`src/rtl/pipe_dmem_responder.sv`:
```
// rtl/pipe_dmem_responder.sv - wait-stated data-memory responder for the CPU load/store port
// Single outstanding request, byte-masked word writes, err on misaligned/out-of-range access.
module pipe_dmem_responder #(
   parameter int          ADDR_WIDTH  = 6,
   parameter int          WAIT_CYCLES = 1,
   parameter logic [31:0] BASE_ADDR   = 32'h0
) (
   input  logic        clk,
   input  logic        clrn,
   input  logic        req,
   input  logic        we,
   input  logic [31:0] addr,
   input  logic [31:0] wdata,
   input  logic [3:0]  be,
   output logic        ack,
   output logic [31:0] rdata,
   output logic        err,
   output logic        busy
);
   localparam int         DEPTH     = 2 ** ADDR_WIDTH;
   localparam logic [3:0] WAIT_INIT = 4'(WAIT_CYCLES);

   typedef enum logic [1:0] {S_IDLE, S_ACCESS, S_ACK} state_t;

   state_t      state_q, state_d;
   logic [3:0]  cnt_q, cnt_d;
   logic        we_q, we_d;
   logic [31:0] addr_q, addr_d;
   logic [31:0] wdata_q, wdata_d;
   logic [3:0]  be_q, be_d;
   logic        ack_q, ack_d;
   logic        err_q, err_d;
   logic        busy_q, busy_d;
   logic [31:0] rdata_q, rdata_d;

   logic [31:0] mem [DEPTH];

   // Word offset from the base; BASE_ADDR is a word-aligned byte address.
   logic [29:0]           off_w;
   logic [ADDR_WIDTH-1:0] idx;
   logic                  dec_err;
   logic                  ram_we;

   assign off_w   = addr_q[31:2] - BASE_ADDR[31:2];
   assign idx     = off_w[ADDR_WIDTH-1:0];
   assign dec_err = (addr_q[1:0] != 2'b00) || (|off_w[29:ADDR_WIDTH]);

   always_comb begin
      state_d = state_q;
      cnt_d   = cnt_q;
      we_d    = we_q;
      addr_d  = addr_q;
      wdata_d = wdata_q;
      be_d    = be_q;
      ack_d   = 1'b0;
      err_d   = err_q;
      rdata_d = rdata_q;
      ram_we  = 1'b0;
      case (state_q)
         S_IDLE: begin
            if (req) begin
               we_d    = we;
               addr_d  = addr;
               wdata_d = wdata;
               be_d    = be;
               cnt_d   = WAIT_INIT;
               state_d = S_ACCESS;
            end
         end
         S_ACCESS: begin
            if (cnt_q != 4'd0) begin
               cnt_d = cnt_q - 4'd1;
            end else begin
               ack_d   = 1'b1;
               err_d   = dec_err;
               rdata_d = (dec_err || we_q) ? 32'h0 : mem[idx];
               ram_we  = we_q && !dec_err;
               state_d = S_ACK;
            end
         end
         S_ACK: begin
            err_d   = 1'b0;
            state_d = S_IDLE;
         end
         default: begin
            err_d   = 1'b0;
            state_d = S_IDLE;
         end
      endcase
      busy_d = (state_d != S_IDLE);
   end

   always_ff @(posedge clk or negedge clrn) begin
      if (!clrn) begin
         state_q <= S_IDLE;
         cnt_q   <= 4'd0;
         we_q    <= 1'b0;
         addr_q  <= 32'h0;
         wdata_q <= 32'h0;
         be_q    <= 4'h0;
         ack_q   <= 1'b0;
         err_q   <= 1'b0;
         busy_q  <= 1'b0;
         rdata_q <= 32'h0;
      end else begin
         state_q <= state_d;
         cnt_q   <= cnt_d;
         we_q    <= we_d;
         addr_q  <= addr_d;
         wdata_q <= wdata_d;
         be_q    <= be_d;
         ack_q   <= ack_d;
         err_q   <= err_d;
         busy_q  <= busy_d;
         rdata_q <= rdata_d;
      end
   end

   // RAM is not reset; an async reset forces IDLE, so a pending write can never land.
   always_ff @(posedge clk) begin
      if (ram_we) begin
         for (int b = 0; b < 4; b++) begin
            if (be_q[b]) mem[idx][8*b +: 8] <= wdata_q[8*b +: 8];
         end
      end
   end

   assign ack   = ack_q;
   assign err   = err_q;
   assign rdata = rdata_q;
   assign busy  = busy_q;
endmodule

```
`config.mk`:
```
export PLATFORM = sky130hd
export DESIGN_NAME = pipe_dmem_responder
export DESIGN_NICKNAME = d
export VERILOG_FILES = /design/src/rtl/pipe_dmem_responder.sv
export SDC_FILE = /design/constraint.sdc
export NUM_CORES = 2
export LEC_CHECK = 0
export ABC_CLOCK_PERIOD_IN_PS = 2400
export BUFFER_PORTS_ARGS = -buffer_cell sky130_fd_sc_hd__buf_4
export CAP_MARGIN = 20
export CORE_ASPECT_RATIO = 0.6
export CORE_MARGIN = 4
export CORE_UTILIZATION = 40
export CTS_CLUSTER_DIAMETER = 40
export DETAILED_ROUTE_END_ITERATION = 16
export PLACE_DENSITY_LB_ADDON = 0.25
export SLEW_MARGIN = 40
export SYNTH_ARGS = -nofsm -noshare
export SYNTH_HDL_FRONTEND = slang
export SYNTH_SLANG_ARGS = --single-unit
```
`constraint.sdc`:
```
create_clock -name clk -period 2.4 [get_ports clk]
set_input_delay 0.12 -clock clk [delete_from_list [all_inputs] [get_ports clk]]
set_output_delay 0.12 -clock clk [all_outputs]
set_load 0.005 [all_outputs]
```
Word level (Yosys, flattened, before mapping) --
Memory sizes are Yosys's and may differ from the RTL's. Cells that the tools add are included.
Word-level totals: flip-flop bits (word level) 110, bits in latches 0, memory bits (writable) 2048, bits in read-only memories 0, memories kept 1
Cells by class: add/sub/neg operators 1, multipliers 0, div/mod/pow operators 0, magnitude comparators 0, eq/ne operators 4, shift operators 0, mux-type cells 25, bitwise gates (word level) 2, reductions and logical operators 14
Memories:
- mem | words 64, bits a word 32, read ports 1, clocked after Yosys merged registers in 0, write ports 1, line 36 | logic [31:0] mem [DEPTH];
Operators with widths (count):
- $mux W32 | 1
- $reduce_or A24 Y1 | 1
- $mux W1 | 17
- $mux W4 | 2
- $pmux W4 S2 | 1
- $ne A2 B2 Y1 const B | 3
- $reduce_and A2 Y1 | 3
- $reduce_bool A2 Y1 | 3
- $mux W2 | 2
- $pmux W2 S2 | 1
- $reduce_bool A4 Y1 | 1
- $sub A4 B1 Y4 const B | 1
- $reduce_and A3 Y1 | 1
- $eq A2 B1 Y1 const B | 1
- $logic_not A2 Y1 | 1
- $logic_or A1 B1 Y1 | 2
- $not A1 Y1 | 2
- $pmux W1 S2 | 1
- $logic_and A1 B1 Y1 | 1
- $logic_not A1 Y1 | 1

Longest topological paths before layout --
word-level depth 8, mapped depth 11

Worst setup path after synthesis --
Ideal clock, no wire load.
kind reg-to-reg, start reg cnt_q[0], end mem mem[10][0] (enable), library setup time 370 ps, data arrival time 2213 ps, data required time 2030 ps, setup slack -183 ps, cell stages (with the launch flop) 12, path buffers 3, period minus slack after synthesis 2583 ps, cells stage by stage dfrtp_1 -> inv_1 -> ha_1 -> nor3b_1 -> nand2b_1 -> buf_2 -> inv_2 -> and3_1 -> clkbuf_1 -> nand2_1 -> clkbuf_1 -> nor2_1
On the way: word-level cells in the longest chain between the ends 5
Ends and longest elaborated chain:
- start: declaration | line 26 | logic [3:0] cnt_q, cnt_d;
- start signal: assignment | line 107 | cnt_q <= cnt_d;
- $reduce_bool A4 Y1 | line 71 | if (cnt_q != 4'd0) begin
- $mux W1 | line 71
- $mux W1 | line 59 | case (state_q)
- $mux W1 | line 121 | if (ram_we) begin
- $mux W1 (implied by the code) | line 123 | if (be_q[b]) mem[idx][8*b +: 8] <= wdata_q[8*b +: 8];
- end: declaration | line 36
Every way passes these cells.

Final worst setup path --
start reg addr_q[2], end reg rdata_q[1] (netlist: rdata[1])
On the way: word-level cells in the longest chain between the ends 2
Ends and longest elaborated chain:
- start: declaration | line 28 | logic [31:0] addr_q, addr_d;
- start signal: assignment | line 109 | addr_q <= addr_d;
- $mem_v2 Z64 W32
- $mux W32 | line 76 | rdata_d = (dec_err || we_q) ? 32'h0 : mem[idx];
- end signal: assignment | line 115 | rdata_q <= rdata_d;
- end: declaration | line 34 | logic [31:0] rdata_q, rdata_d;
Every way passes these cells. A chain may end at the register's enable or synchronous reset.

==> impl_metrics.csv <==
group,metric,value,unit
critical_path,end_kind,"flip-flop",
floorplan,io_pins,107,
routing,viasPerCell,6.04,
sta,period_share,110,%
final_layout,syn_to_final_growth,28.3,%
routing,detail_route.wl_per_cell,35.4,um
clock_network,clock-sinks,2158,
logic_synthesis,syn_area,84200,um^2
pwr,power_density,1210,nW/um^2
place,dpl.hpwl,207,mm
place,placed_area,97000,um^2
critical_path,cp_max_fo,10,
pwr,finalPower,0.131,W
run_status,violations,"negative setup slack",
critical_path,crit_type,"flip-flop to flip-flop",
routing,firstDrtPassIters,8,
place,gp_congestion,0.998,
critical_path,timing.rr.start,"addr_q[2]",
logic_synthesis,syn-num-nets,4687,
logic_synthesis,synth_area_leaders,"edfxtp_1, mux4_2, dfrtp_1",
critical_path,cpPeakStageDelay,0.56,ns
sta,clock_skew,0.0482,ns
final_layout,final_area,108000,um^2
critical_path,r2r-end,"rdata[1]",
sta,fmax,379,MHz
sta,layout_setup_ws,-0.240,ns
grt,grt_pass1_wl,418,mm
critical_path,crit_arrival,3.37,ns
logic_synthesis,ys_seq_elements,2158,
clock_network,clkTransAtPathRegs,0.07,ns
grt,track_usage,27.6,%
logic_synthesis,synthArstFlopShare,5.10,%
logic_synthesis,yosys-top-cells-count,"edfxtp_1, nor2_1, o22ai_1",
critical_path,worst_r2r_path_depth,7,
critical_path,crit_path_start,"addr_q[2]",
logic_synthesis,synth_cell_types,87,
grt,grt_max_degree,66,
floorplan,die_area,218000,um^2
sta,holdWs,0.0408,ns
routing,wirelength,309,mm
critical_path,cp_cell_sequence,"buf_8 > buf_6 > buf_4 > mux4_2 > o21ai_0 > a221oi_1 > a32o_1",
logic_synthesis,synth_seq_area_share,76.3,%
routing,vias,52839,
floorplan,die_x,600,um
sta,setup_viol,2080,
critical_path,crit_end,"rdata[1]",
final_layout,nNetsFinal,5868,
flow_run,maxCapViolCount,0,
place,io_buffers,106,
min_path,hold_class,"input port to flip-flop",
clock_network,clock_latency,0.87,ns
sta,finalHoldViolCount,0,
pwr,leakage,36.2,nW
critical_path,regToRegSetupSlack,-0.24,ns
final_layout,drive_gt1_share,37.6,%
floorplan,core-area,209000,um^2
clock_network,clk_path_buf_depth,4,
grt,overflow,0,
logic_synthesis,synth_ff_type,"edfxtp_1",
final_layout,fillers,16850,
clock_network,cts_tree,"done",
clock_network,cts_made_buffers,207,
routing,route.detailed.drc,0,
clock_network,h-tree-depth,4,
critical_path,slowest_stage,"dfrtp_4",
sta,rsz0062_at_grt,"true",
critical_path,required,3.13,ns
routing,drt-initial-drc-count,7969,
grt,antenna_found_initial,12,
logic_synthesis,synth-edff-count,2048,
logic_synthesis,ys_warn_count,0,
logic_synthesis,netlist.area_leader.share,73.0,%
clock_network,clockRootBuffer,"clkbuf_16",
floorplan,die_h,363,um
grt,grt_pass1_vias,50107,
logic_synthesis,syn_avg_cell_area,18.3,um^2
critical_path,crit_path_start_kind,"flip-flop",
sta,maxSlewHeadroom,40.5,%
floorplan,start_util,40.2,%
floorplan,num_rows,130,
run_status,status,"complete, but fails checks",
logic_synthesis,synth.most_common_cell,"edfxtp_1",
logic_synthesis,netlist_instances,4613,
pwr,ir_worst_vdd,0.971,mV
logic_synthesis,synth_top_cell_by_area,"edfxtp_1",
sta,maxSlewViolCount,0,
sta,worst_pin_slew,0.892,ns
final_layout,final_core_util,51.6,%
routing,antenna_left,0,
sta,timing.final.crit_period,2.64,ns
-- flip-flops by register name, indices dropped and copies added (netlist names) --
| register | cells |
|---|---|
| ack | 1 |
| be_q | 4 |
| busy | 1 |
| cnt_q | 4 |
| addr_q | 32 |
| err | 1 |
| mem | 2048 |
| rdata | 32 |
| we_q | 1 |
| state_q | 2 |
| wdata_q | 32 |
-- logic make-up (layout without fill, tap and decap cells) --
family	count (synthesis)	count (layout)	share of synthesized area (%)
flops	2158	2158	76.3
xor+xnor	2	2	0.0208
buf+inv	322	1672	2.43
simple gates	713	713	3.64
other cells	0	10	0
fa+ha+maj	2	2	0.0297
mux	599	599	10.8
compound gates	817	817	6.77
-- layer usage --
metal	vias to the layer above	GRT usage [%]	routed length, um
met5	-	0	236
met2	3612	38.1	127000
met4	14	6.35	7860
li1	21157	-	-
met1	27547	39.2	126000
met3	509	13.3	47700
-- per-stage QoR --
stage          setup WS [ns]  instances  setup TNS (ns)
3_5_place_dp          -0.630       8201         -400.95
2_1_floorplan         -0.183       4613         -367.39
6_report              -0.240       8745         -270.58
5_1_grt               -0.310       8735         -496.18
4_1_cts               -0.145       8726         -172.17
3_3_place_gp          -0.917       8200         -324.68
-- worst min-delay path by stage --
stage                     startpoint         end  depth (start not counted)
after floorplan                 clrn         ack                          0
final                       wdata[1]  wdata_q[1]                          3
after CTS                   addr[10]  addr_q[10]                          3
after global placement          clrn  wdata_q[4]                          1
after detailed placement        clrn  wdata_q[4]                          1
after global routing         addr[8]   addr_q[8]                          3
-- repair_timing --
item                                    in CTS  in global routing
setup buffers                               51                  7
endpoints found under the setup margin    2080               2080
hold endpoints to repair                   182                  0
pin swaps                                   69                 30
hold buffers                                82                  0
gates cloned                                20                  3
gates resized for setup                    468                164
-- final cells by class --
class                           count  area, um^2  area share [%]
Clock inverter                    115        1020           0.946
Clock buffer                      263        5530            5.12
Inverter                           16        71.3          0.0660
Sequential cell                  2158       64300            59.5
Timing Repair Buffer             1278       14000            13.0
Tap cell                         2772        3470            3.21
Multi-Input combinational cell   2133       19600            18.1
Antenna cell                       10        25.0          0.0232
-- critical path, delay by kind of cell (launching register included) --
kind,cells,cell delay [ns]
buf+inv,3,0.67
compound gates,3,0.74
mux,1,0.51
flops,1,0.56
-- power by group --
part           internal, W  switching [W]  leakage, nW
registers           0.0473        0.00206         19.8
logic               0.0198         0.0298         13.2
clock network       0.0178         0.0145         3.20
total               0.0849         0.0464         36.2
-- layout by cell type (no fill, tap or decap), types with 12 or more instances in the layout --
cell	instances
o21ai_1	13
dlygate4sd3_1	81
nor2_4	77
inv_1	12
dfrtp_1	75
mux2i_1	188
clkinv_2	34
o21ai_0	80
o221ai_1	85
nand2_2	14
a22oi_1	50
nand3_1	17
nor2b_1	12
a221oi_1	23
nor2_1	214
mux4_1	15
nand2_1	201
a21oi_1	97
o31ai_1	13
buf_16	25
bufinv_16	12
inv_6	12
buf_4	781
buf_12	219
o22a_1	18
edfxtp_1	2048
clkinv_1	31
a211oi_1	23
mux2_2	181
buf_6	122
o22ai_1	228
clkbuf_16	213
buf_8	38
nor2_2	62
mux4_2	209
a22o_1	12
clkbuf_1	45
dfrtp_2	28
No activity file was read; power rests on OpenSTA's default activity.
